### config.mk
export PLATFORM = sky130hd
export DESIGN_NAME = seq_array_mult
export DESIGN_NICKNAME = d
export VERILOG_FILES = /design/src/rtl/seq_array_mult.sv
export SDC_FILE = /design/constraint.sdc
export NUM_CORES = 1
export LEC_CHECK = 0
export CAP_MARGIN = 20
export CORE_ASPECT_RATIO = 0.8
export CORE_UTILIZATION = 50
export DETAILED_ROUTE_END_ITERATION = 8
export PLACE_DENSITY = 0.73
export RECOVER_POWER = 50
export SLEW_MARGIN = 0
export SYNTH_ARGS = -nofsm -noshare
export SYNTH_HDL_FRONTEND = slang
export SYNTH_SLANG_ARGS = --single-unit
### constraint.sdc
create_clock -name clk -period 2.3 [get_ports clk]
set_input_delay 0.46 -clock clk [delete_from_list [all_inputs] [get_ports clk]]
set_output_delay 0.46 -clock clk [all_outputs]
set_load 0.05 [all_outputs]
### src/rtl/seq_array_mult.sv
// Iterative shift-and-add WIDTH x WIDTH multiplier, STEP multiplier bits per cycle; result WIDTH/STEP edges after accept,
// held in DONE until out_ready (in_ready follows out_ready there). Define MULT_SIGNED_EN to honour sign_mode (two's complement).
module seq_array_mult #(
  parameter int WIDTH = 8,
  parameter int STEP  = 1
) (
  input  logic                 clk,
  input  logic                 rst,
  input  logic                 in_valid,
  output logic                 in_ready,
  input  logic [WIDTH-1:0]     a,
  input  logic [WIDTH-1:0]     b,
  input  logic                 sign_mode,
  output logic                 out_valid,
  input  logic                 out_ready,
  output logic [2*WIDTH-1:0]   product,
  output logic                 busy
);

  localparam int N     = WIDTH / STEP;
  localparam int ACC_W = 2 * WIDTH + STEP;
  localparam int CNT_W = $clog2(N + 1);

  if (WIDTH < 2 || !(STEP == 1 || STEP == 2 || STEP == 4) || (WIDTH % STEP) != 0) begin : g_bad_params
    $error("seq_array_mult: WIDTH must be >= 2, STEP in {1,2,4} and STEP must divide WIDTH");
  end

  typedef enum logic [1:0] {IDLE, BUSY, DONE} state_t;

  state_t             state;
  logic [ACC_W-1:0]   acc;
  logic [ACC_W-1:0]   acc_nxt;
  logic [ACC_W-1:0]   a_sh;
  logic [ACC_W-1:0]   a_ext;
  logic [WIDTH-1:0]   b_sh;
  logic [CNT_W-1:0]   count;
  logic               signed_q;
  logic               sign_in;
  logic               last;
  logic               accept;

`ifdef MULT_SIGNED_EN
  assign sign_in = sign_mode;
`else
  logic unused_sign_mode;
  assign unused_sign_mode = sign_mode;
  assign sign_in          = 1'b0;
`endif

  assign a_ext    = {{(ACC_W - WIDTH){sign_in & a[WIDTH-1]}}, a};
  assign in_ready = (state == IDLE) || ((state == DONE) && out_ready);
  assign accept   = in_valid && in_ready;
  assign last     = (count == CNT_W'(N - 1));

  // In signed mode the final chunk holds b's MSB, whose weight is negative.
  always_comb begin
    acc_nxt = acc;
    for (int j = 0; j < STEP; j++) begin
      if (b_sh[j]) begin
        if (signed_q && last && (j == STEP - 1))
          acc_nxt = acc_nxt - (a_sh << j);
        else
          acc_nxt = acc_nxt + (a_sh << j);
      end
    end
  end

  always_ff @(posedge clk) begin
    if (rst) begin
      state     <= IDLE;
      acc       <= '0;
      a_sh      <= '0;
      b_sh      <= '0;
      count     <= '0;
      signed_q  <= 1'b0;
      out_valid <= 1'b0;
      busy      <= 1'b0;
      product   <= '0;
    end else begin
      case (state)
        IDLE: ;
        BUSY: begin
          acc   <= acc_nxt;
          a_sh  <= a_sh << STEP;
          b_sh  <= b_sh >> STEP;
          count <= count + 1'b1;
          if (last) begin
            state     <= DONE;
            busy      <= 1'b0;
            out_valid <= 1'b1;
            product   <= acc_nxt[2*WIDTH-1:0];
          end
        end
        DONE: begin
          if (out_ready) begin
            out_valid <= 1'b0;
            state     <= IDLE;
          end
        end
        default: state <= IDLE;
      endcase

      // Accept overrides the DONE->IDLE move so back-to-back operations have no bubble.
      if (accept) begin
        state    <= BUSY;
        busy     <= 1'b1;
        acc      <= '0;
        a_sh     <= a_ext;
        b_sh     <= b;
        count    <= '0;
        signed_q <= sign_in;
      end
    end
  end

endmodule
==> run metrics, run 1 <==
Die Height 74.1 um; # DRC 0; Sw Share 0.273; final max-slew violation count 0; minimum clock period 2.34 ns; Async S/R FF share, synth 0; post-synth top area cell dfxtp_1; fillers 488; Main synth FF type dfxtp_1; run status finished with violations; # port buffers 38; f_max 0.428 GHz; worst-path maximum fanout 4; Tcrit/Tclk final 1.02; Clock transition at path regs 0.08 ns; critical path class reg -> reg; VDD IR-drop max slightly above 0.4 mV; IO Count 40; Ys Warns 0; crit path launch a_sh[4]; Reg2Reg Depth 10; switching power total roughly 0.69 mW; EDFF count, synth 0; crit path to product[15]; Slew headroom 0.520; Reg2Reg Setup Slack -0.04 ns; most frequent cells in the layout 71 x nand2_1, 57 x dfxtp_1, 45 x nor2_1; Mean Syn Cell Area 8.15 um^2; Final Non-Filler Cells 557; origin of the critical flop-to-flop path a_sh[4]; number of synthesized register bits 64; power per cell area 575 nW/um^2; drt first pass iters 5; Synth area leaders dfxtp_1 39%, nand2_1 8.2%, a21oi_1 6.6%; register area share after synthesis 0.394; Core Footprint 6100 um^2; final WL 8.54 mm; unrepaired setup endpoints after global routing yes; Skew-Pair Late Insertion Delay 0.35 ns; Power Internal 1.84 mW; Nets 509; slowest CP cell dfxtp_2; number of DRC markers in iteration 0 204; first-pass GRT wire length approximately 14 mm; die width about 90 um; placed cell count approximately 540; via count of the routed design 3121; Crit Reg-Reg Endpoint product[15]; hold-fix buffers at CTS 0; register area 1290 um^2; worst slew pin tran ~0.72 ns; Clock Skew 0.0105 ns; # Max-Cap Violations 0; CP startpoint kind flip-flop; Root Buffer clkbuf_8; largest net degree at the start of global routing 37; crit-path cells ha_4, buf_4, a21oi_2, and2_4, a2111oi_4, buf_6, o21a_1, nor4b_4, xnor2_2, a211oi_2; multi-input logic area 2040 um^2; setup violators final 3; post-route setup slack -0.0375 ns; CP Capture Type flip-flop; Clk pwr share 0.394; Max clock buf depth 2; total track usage 0.263; antenna violations before repair 0; dpl hpwl 6.01 mm; area grow syn2layout 35.2%; syn nets 437; critical path arrival 2.61 ns; Max stage delay on crit path around 0.34 ns; n_diodes 0; Req. time, crit path 2.58 ns; share of cells above drive strength 1 0.214; failing checks setup timing; CTS tree yes; Synth Instances 399; CTS H-tree depth 3; GPL Wtd Cong 0.865; clock tree sinks 64; grt ovf 0; row count 25; Post-Synthesis Cell Area approximately 3300 um^2; combinational fraction of design power 0.144; worst min-delay path class reg -> reg; commonest non-fill, non-tap cell in the layout nand2_1; Antenna Violating Nets Remaining 0; Leak between 1.5 and 2 nW; DIE AREA 6830 um^2; vias in the first global route 2753; routed len/inst about 15 um; post-synth cell types 44; Avg Vias per Cell approximately 5.6; CTS buffer count 9; Initial Util 0.533; Hold Slack 0.459 ns; final hold viol count 0; Sequential Power Share 0.462; post-synth top area share 0.394
-- cells in the mapped netlist (2+ instances only) --
library cell / count
nand2_1: 71
dfxtp_1: 64
nor2_1: 45
a21oi_1: 43
clkbuf_1: 18
a211oi_1: 16
ha_1: 16
o21ai_0: 15
nand3_1: 11
a311oi_1: 10
xnor2_1: 10
a22oi_1: 7
mux2i_1: 7
inv_1: 6
xor2_1: 6
buf_1: 5
nand2b_1: 4
nor2b_1: 4
o211ai_1: 4
a21o_1: 3
and2_1: 3
o21a_1: 3
or3_1: 3
a31oi_1: 2
mux2_2: 2
nand4_1: 2
nor4b_2: 2
-- kinds of logic (layout without fill, tap and decap cells) --
logic type,Yosys count,in the layout,synth area share
simple gates,152,152,0.206
compound gates,112,112,0.227
flops,64,64,0.394
buf+inv,29,106,0.0335
fa+ha+maj,17,17,0.0677
xor+xnor,16,16,0.0431
mux,9,9,0.0285
-- what timing repair did --
action | 4_1_cts | 5_1_grt
resized for setup | 16 | 25
setup endpoints to repair | 10 | 13
pin swaps | 13 | 20
buffers inserted | 2 | 4
-- flip-flops by register name, summed over array words and instances, names as in the netlist --
register,cells
state,2
busy,1
count,4
acc,16
product,16
out_valid,1
b_sh,8
a_sh,16
-- power by group through the flow --
stage	clock, mW	combinational, mW	sequential (mW)
final	0.995	0.364	1.17
after global routing	1.06	0.393	1.17
after detailed placement	0	0.338	1.19
after CTS	1.02	0.347	1.17
after floorplan	0	0.192	1.19
after global placement	0	0.331	1.19
-- worst min path at each step --
stage / startpoint / to / slack [ns] / cells past startpoint
after global placement: b_sh[4] / b_sh[4] / 0.44 / 2
after floorplan: b_sh[2] / b_sh[2] / 0.44 / 2
after global routing: b_sh[4] / b_sh[4] / 0.48 / 2
after detailed placement: b_sh[4] / b_sh[4] / 0.45 / 2
after CTS: b_sh[4] / b_sh[4] / 0.46 / 2
final: b_sh[4] / b_sh[4] / 0.46 / 2
-- routing by layer --
metal / global-route usage / share of wire / vias up
li1: - / - / 1546
met1: 0.376 / 0.47 / 1457
met2: 0.390 / 0.44 / 102
met3: 0.0613 / 0.069 / 16
met4: 0.0903 / 0.015 / 0
met5: 0 / 0 / -
-- layout make-up --
type	instances	area share
Clock buffer	10	0.0313
Multi-Input combinational cell	306	0.464
Timing Repair Buffer	84	0.168
Tap cell	81	0.0231
Sequential cell	64	0.294
Clock inverter	6	0.0154
Inverter	6	0.00513
-- metrics by stage --
stage / setup WS, ns / TNS, ns / util / cell area [um^2] / total power, mW
2_1_floorplan: 0.0119 / 0 / - / 3260 / 1.38
3_3_place_gp: -0.0925 / -0.194 / 0.652 / 3980 / 1.52
3_5_place_dp: -0.164 / -0.630 / 0.652 / 3980 / 1.53
4_1_cts: -0.0409 / -0.0409 / 0.698 / 4260 / 2.53
5_1_grt: -0.122 / -0.734 / 0.720 / 4390 / 2.63
6_report: -0.0375 / -0.0699 / 0.720 / 4390 / 2.53
-- worst max-delay path, delay by kind of cell (launching register included) --
kind | cells | cell delay, ns
buffers and inverters | 2 | 0.28
AO/OA/AOI/OAI | 4 | 0.73
flip-flops | 1 | 0.34
AND/OR/NAND/NOR | 2 | 0.55
XOR/XNOR | 1 | 0.10
adder cells (fa/ha/maj) | 1 | 0.25
(Power assumes the default switching activity.)
==> run 2: changes to the inputs <==
Settings changed: CTS_CLUSTER_SIZE from default to 8.
==> results of run 2 <==
No change in the layout: final DEF, timing and power equal those of run 1.
==> run 3: changes to the inputs <==
Settings changed: CORE_UTILIZATION 50 to 52, CTS_BUF_LIST from default to sky130_fd_sc_hd__clkbuf_8, PLACE_DENSITY 0.73 to 0.75.
==> run 3 against run 2 <==
Effect of this change: the run still ends with setup timing left; maximum frequency is 0.51% higher; highest routed layer unchanged; design area is 0.80% lower; utilization is 0.92 points higher; critical path type unchanged; via count is 0.54% higher; non-clock buffer count stayed put; power hardly changed; count of clock-buffer cells in the layout stayed put; die area is 3.8% lower; register-to-register slack hardly changed; final cell count stayed put; critical path depth is 2 lower; clock power is 0.4% lower.
==> run metrics, run 3 (synthesis gave the netlist of run 1 again) <==
Req. time, crit path 2.57 ns; hold-fix buffers at CTS 0; Avg Vias per Cell roughly 5.6; commonest non-fill, non-tap cell in the layout nand2_1; Power Internal between 1.5 and 2 mW; post-route setup slack -0.0257 ns; Final Util 0.730; switching power total 0.689 mW; Placement Cell Area between 3000 and 4000 um^2; Leak 1.58 nW; Antenna Violating Nets Remaining 0; # DRC 0; IO Count 40; Nets 509; fillers 442; Root Buffer clkbuf_8; grt ovf 0; unrepaired setup endpoints after global routing yes; share of cells above drive strength 1 0.216; final max-slew violation count 0; Max clock buf depth 2; Clk pwr share 0.392; Sequential Power Share 0.463; Final Non-Filler Cells 557; Skew-Pair Late Insertion Delay 0.35 ns; drt first pass iters 5; Sw Share 0.273; Die Height 72.7 um; number of DRC markers in iteration 0 ~200; setup violators final 1; die width around 90 um; critical path arrival 2.60 ns; TNS Setup -0.0257 ns; antenna violations before repair 0; Layout Cell Area excl Fill 4360 um^2; CP startpoint kind flip-flop; failing checks setup timing; f_max 0.430 GHz; VDD IR-drop max 0.373 mV; placed cell count 538; DIE AREA 6570 um^2; CTS H-tree depth 3; first-pass GRT wire length 13.6 mm; Hold Slack 0.460 ns; Initial Util 0.544; critical path class reg -> reg; CTS tree yes; # port buffers 38; total power 2.53 mW; dpl hpwl 6.10 mm; final hold viol count 0; combinational fraction of design power 0.145; clock tree sinks 64; via count of the routed design 3138; GPL Wtd Cong between 0.9 and 1; # Max-Cap Violations 0; worst slack at placement -0.155 ns; worst-path maximum fanout 4; Clock Skew ~0.0097 ns; largest registers a_sh x16, acc x16, product x16; area grow syn2layout 34.1%; row count 25; CP Capture Type flip-flop; CTS buffer count 9; Core Footprint ~6000 um^2; minimum clock period between 2 and 2.5 ns; vias in the first global route 2837; Tcrit/Tclk final 1.01; worst slew pin tran 0.735 ns; Slew headroom 0.510; run status finished with violations; total track usage 0.266; power per cell area around 580 nW/um^2; Clock transition at path regs 0.07 ns; n_diodes 0; worst min-delay path class reg -> reg; routed len/inst 15.3 um; largest net degree at the start of global routing 28; most frequent cells in the layout 71 x nand2_1, 54 x dfxtp_1, 43 x nor2_1; final WL 8.50 mm
## run 3: cell types whose count changed in the layout (fill, tap and decap cells not counted), moves of 2 or more
cell,change
nor2_2,+2
dfxtp_1,-3
clkbuf_1,+2
nor2_1,-2
dfxtp_2,+2
## run 3: path summary, 6_finish.rpt
| check | from | end | slack, ns | cells past startpoint |
|---|---|---|---|---|
| setup / recovery | a_sh[6] | product[15] | -0.03 | 8 |
| hold / removal | b_sh[5] | b_sh[5] | 0.46 | 2 |
| setup reg to reg | a_sh[6] | product[15] | -0.03 | 8 |
| hold reg to reg | b_sh[5] | b_sh[5] | 0.46 | 2 |
## run 3: what timing repair did
action,in CTS,in global routing
buffers inserted,3,1
pin swaps,14,32
gates resized for setup,13,30
endpoints found under the setup margin,10,18
hold endpoints to repair,0,0
## run 3: layer usage
layer  vias up  track usage  part of all wire
li1       1549            -                 -
met1      1477        0.362              0.49
met2       100        0.427              0.44
met3        12       0.0573             0.053
met4         0       0.0824             0.012
met5         -            0                 0
## run 3: area by class of cell
| type | count | area (um^2) | share of cell area |
|---|---|---|---|
| timing repair buffer | 84 | 726 | 0.166 |
| clock buffer | 10 | 138 | 0.0316 |
| multi-input combinational | 306 | 2010 | 0.461 |
| clock inverter | 6 | 67.6 | 0.0155 |
| sequential | 64 | 1300 | 0.297 |
| tap | 81 | 101 | 0.0232 |
| inverter | 6 | 22.5 | 0.00517 |
## run 3: critical path: stages (launching register included)
cell	delay, ns
dfxtp_4	0.36
ha_4	0.24
a211oi_2	0.26
nor2_2	0.06
o31a_1	0.36
a211o_1	0.39
nor4b_4	0.30
xnor2_1	0.12
a211oi_2	0.17
## run 3: power by group through the flow
stage	clock, mW	sequential (mW)	combinational, mW
global route	1.05	1.17	0.396
CTS	1.00	1.17	0.351
global placement	0	1.19	0.334
finish	0.991	1.17	0.366
detailed placement	0	1.19	0.342
floorplan	0	1.19	0.192
==> edit 1: new RTL, flow settings as in run 2 <==
Change the parameter `WIDTH` from 8 to 4.
--- a/src/rtl/seq_array_mult.sv
+++ b/src/rtl/seq_array_mult.sv
@@ -1,7 +1,7 @@
 // Iterative shift-and-add WIDTH x WIDTH multiplier, STEP multiplier bits per cycle; result WIDTH/STEP edges after accept,
 // held in DONE until out_ready (in_ready follows out_ready there). Define MULT_SIGNED_EN to honour sign_mode (two's complement).
 module seq_array_mult #(
-  parameter int WIDTH = 8,
+  parameter int WIDTH = 4,
   parameter int STEP  = 1
 ) (
   input  logic                 clk,
Ports: changed (resized a, b and product); port bits go from 40 to 24. No check against the original RTL was run, so the function may have changed too.
==> edit 1 against run 2 <==
First-iteration DRC count decreased by 68%. Register-to-register slack improved by 0.32 ns. Final cell count is 53% lower. Non-clock buffer count shrank 59. Routed wire length fell by 58%. Total power decreased by 51%. Worst setup slack improved by 0.25 ns. Critical path depth down 6. Highest routed layer unchanged. Sequential share of layout area is 4.7 points higher. Cell area fell by 53%. Maximum frequency grew 12%. Synthesized area decreased by 47%. Clock power down 58%. Sequential cell count shrank 29.
==> edit 1: results (changes against run 2) <==
Layout
  – Fillers: 257 (-47%)
  – Repair and plain buffers: 25 (-70%)
  – Largest regs: a_sh (8), acc (8), product (8)
  – Final nets: 246 (-52%)
  – Non-clk buf share: 12.1% (-4.7 points)
  – Multi-In Gates: 149 (-51%)
  – Non-clk invs: 7 (+1)
  – Clock-cell share of area: 4.08% (-0.59 points)
  – Multi-input logic area: 947 µm² (-54%)
  – Share of cells above drive strength 1: 6.25% (-15 points)

Pwr
  – Clock group: 0.421 mW (-58%)
  – VDD IR-drop max: 0.499 mV (+22%)
  – LEAKAGE: 0.765 nW (-52%)

Status
  – Status: finished, final reports clean

Place
  – RePlAce Congestion: 0.872 (+0.84%)
  – Post-DP HPWL: 2.68 mm (-55%)
  – Port bufs: 22 (-42%)

Yosys
  – Cell with the most instances after synthesis: dfxtp_1
  – Synth Area in Compound Gates: 19.9% (-2.8 points)
  – Sequential fraction of the synthesis area: 40.6% (+1.1 points)
  – Synth Area in XOR/XNOR: 2.53% (-1.8 points)
  – Top post-synthesis cells by area: dfxtp_1 41%, ha_1 6.5%, a21oi_1 5.5%, nand2_1 5.4%, nor2_1 5.2%
  – Adder-Cell Fraction of Synth Area: 7.68% (+0.90 points)
  – Top post-synthesis cells by count: 35 x dfxtp_1, 25 x nand2_1, 24 x nor2_1
  – Netlist cell types: 37 (-16%)
  – Mux contribution to synthesized area: 4.63% (+1.8 points)
  – Syn_nets: 225 (-49%)

Critical path
  – Largest stage delay, worst path: 0.54 ns (+0.20 ns)
  – Worst EP arrival: 1.63 ns (-0.98 ns)
  – R2R depth: 8 (-2)
  – Critical path's slowest cell: dlygate4sd3_1
  – Reg-to-Reg End: acc[4]
  – Worst reg2reg startpoint: acc[0]
  – Worst Path Max Fanout: 3 (-1)
  – Largest delay share family, worst path: buffers and inverters

Route
  – TritonRoute pass-1 iters: 4 (-1)
  – Routed wire per std cell: 13.6 µm (-11%)
  – Iteration-0 DRC Markers: 66 (-68%)

Clock network
  – Worst-Skew Late Latency: 0.29 ns (-0.06 ns)
  – Post-CTS Resized: 0 (-16)
  – Num CTS Buffers: 5 (-4)
  – Htree depth: 2 (-1)
  – CTS clock-pin slew for the worst setup and hold paths: 0.06 ns (-0.02 ns)
  – Post-CTS setup repair buffer count: 0 (-2)

GRT
  – Largest net degree at the start of global routing: 22 (-41%)
  – Vias in the first global route: 1,247 (-55%)
  – First-pass GRT wire length: 5.81 mm (-57%)
  – GRT Util Overall: 21.8% (-4.4 points)

Timing
  – Setup Skew: 0.0116 ns (+0.00110 ns)
  – Worst-margin pin slew: 0.668 ns (-0.0517 ns)

Worst hold path
  – Hold Path Sink: count[1]
## edit 1: changes by cell type in the layout (fill, tap and decap cells not counted), sizes merged, moves of 7 or more
cell	change
a311oi	-7
buf	-42
a21oi	-24
ha	-7
nand2	-47
nor2	-21
clkdlybuf4s50	-16
xnor2	-7
dfxtp	-29
o21ai	-12
## edit 1: layer usage
| metal | share of wire, % | wire length, µm | GRT usage (%) |
|---|---|---|---|
| met1 | 51 | 1850 | 30.4 |
| met2 | 43 | 1550 | 32.7 |
| met3 | 3.8 | 137 | 5.21 |
| met4 | 1.5 | 55 | 7.45 |
| met5 | 0 | 0 | 0 |
## edit 1: stage by stage
step	utilization, %	instance area [µm²]	worst slack (ns)	instances	hold slack, ns
global route	64.3	2060	0.0763	264	0.483
floorplan	-	1730	0.201	202	0.440
CTS	64.5	2060	0.270	264	0.468
finish	64.3	2060	0.212	264	0.462
detailed placement	61.9	1980	0.260	256	0.459
global placement	61.9	1980	0.283	256	0.439
==> edit 2: new RTL, flow settings as in run 2 <==
Made on the original files. The 3 states of `state_t` get a one-hot encoding in 3 bits.
--- a/src/rtl/seq_array_mult.sv
+++ b/src/rtl/seq_array_mult.sv
@@ -25,7 +25,7 @@
     $error("seq_array_mult: WIDTH must be >= 2, STEP in {1,2,4} and STEP must divide WIDTH");
   end
 
-  typedef enum logic [1:0] {IDLE, BUSY, DONE} state_t;
+  typedef enum logic [2:0] {IDLE = 3'b001, BUSY = 3'b010, DONE = 3'b100} state_t;
 
   state_t             state;
   logic [ACC_W-1:0]   acc;
Formal check against the unedited RTL: no difference found for any inputs over 4 cycles, from zero or initial values and one cycle with rst high; so few cycles prove little.
==> edit 2 against run 2 <==
The flow still finishes with violations (setup timing). Routed wire length barely moved. Final cell count rose by 0.72%. Critical path depth fell by 1. Cell area fell by 0.17%. Global-route usage fell by 1.5 points. Synthesized area rose by 1.0%. Combinational power fell by 23%. Worst setup slack got worse by 0.022 ns. Sequential cell count rose by 1. Clock skew fell by 0.0039 ns. Synthesized cell count rose by 2.0%. Total power fell by 5.6%. Hold slack got worse by 0.0016 ns. Largest cell class unchanged. Highest routed layer unchanged.
==> edit 2: results (changes against run 2) <==
GRT
  – First-pass GRT wire length: 13.2 mm (-3.2%)
  – GRT Util Overall: 24.8% (-1.5 points)
  – Vias in the first global route: 2,781 (+1.0%)

Layout
  – Multi-In Gates: 312 (+2.0%)
  – Multi-input combinational area share: 47.5% (+1.1 points)
  – # clk buffers: 11 (+1)
  – Fillers: 538 (+10%)
  – Repair and plain buffers: 79 (-6.0%)
  – Share of cells above drive strength 1: 19.1% (-2.4 points)
  – Fin cells: 561 (+0.72%)

Critical path
  – Worst EP arrival: 2.65 ns (+0.04 ns)
  – Largest stage delay, worst path: 0.41 ns (+0.07 ns)
  – Critical path's slowest cell: or3_4
  – Worst Path Max Fanout: 3 (-1)

Yosys
  – Netlist cell types: 43 (-2.3%)
  – Sequential fraction of the synthesis area: 39.6% (+0.22 points)
  – Top post-synthesis cells by count: 81 x nand2_1, 65 x dfxtp_1, 47 x a21oi_1
  – Top post-synthesis cells by area: dfxtp_1 40%, nand2_1 9.3%, a21oi_1 7.2%, ha_1 6.1%, nor2_1 4.3%

Floorplan
  – N_taps: 84 (+3.7%)

Status
  – Failing checks: setup timing
  – Status: finished with violations

Pwr
  – LEAKAGE: 1.57 nW (-2.3%)
  – VDD IR-drop max: 0.359 mV (-12%)
  – P_sw: 0.615 mW (-11%)
  – Comb pwr share: 11.7% (-2.7 points)

Timing
  – Setup ws final: -0.0599 ns (-0.0224 ns)
  – Worst-margin pin slew: 0.738 ns (+0.0174 ns)
  – Setup Skew: 0.00658 ns (-0.00392 ns)
  – Final Setup Violations: 3 (unchanged)

Place
  – Post-DP HPWL: 5.78 mm (-3.9%)
  – Placement Cell Area: 3990 µm² (+0.31%)

Route
  – Final Routed Wirelength: 8.54 mm (about the same)
## edit 2: changes by cell type after synthesis, moves of 3 or more
cell | run 2 | this run
o21a_1 | 3 | 0
xor2_1 | 6 | 3
nand2_1 | 71 | 81
o21bai_1 | 1 | 4
buf_1 | 5 | 2
mux2i_1 | 7 | 11
o211ai_1 | 4 | 0
clkbuf_1 | 18 | 22
nor2_1 | 45 | 38
nand3_1 | 11 | 7
a21oi_1 | 43 | 47
## edit 2: what timing repair did
item,in CTS,in global routing
endpoints found under the hold margin,0,0
buffers inserted,1,3
gates resized for setup,9,31
gates cloned,0,0
pin swaps,4,24
hold buffers,0,0
endpoints found under the setup margin,7,14
## edit 2: layer usage
layer | routed length, µm | vias up | global-route usage [%]
met1 | 4120 | 1471 | 32.2
met5 | 0 | - | 0
met4 | 102 | 0 | 8.16
met2 | 3990 | 58 | 41.2
li1 | - | 1571 | -
met3 | 320 | 9 | 5.73
## edit 2: cells by family (layout without fill, tap and decap cells)
| group | after synthesis | in the layout | synth area share, % |
|---|---|---|---|
| and+or+nand+nor | 154 | 154 | 20.5 |
| AOI/OAI and AO/OA | 114 | 114 | 22.0 |
| DFF | 65 | 65 | 39.6 |
| buffers and inverters | 30 | 100 | 3.43 |
| adders and majority gates | 17 | 17 | 6.71 |
| xor gates and xnor gates | 14 | 14 | 3.73 |
| muxes | 13 | 13 | 4.04 |
## edit 2: path summary, 6_finish.rpt
| check | start | to | slack, ns | depth (start not counted) |
|---|---|---|---|---|
| hold / removal | b_sh[2] | b_sh[2] | 0.46 | 2 |
| setup reg to reg | a_sh[0] | product[12] | -0.06 | 9 |
| setup / recovery | a_sh[0] | product[12] | -0.06 | 9 |
| hold reg to reg | b_sh[2] | b_sh[2] | 0.46 | 2 |
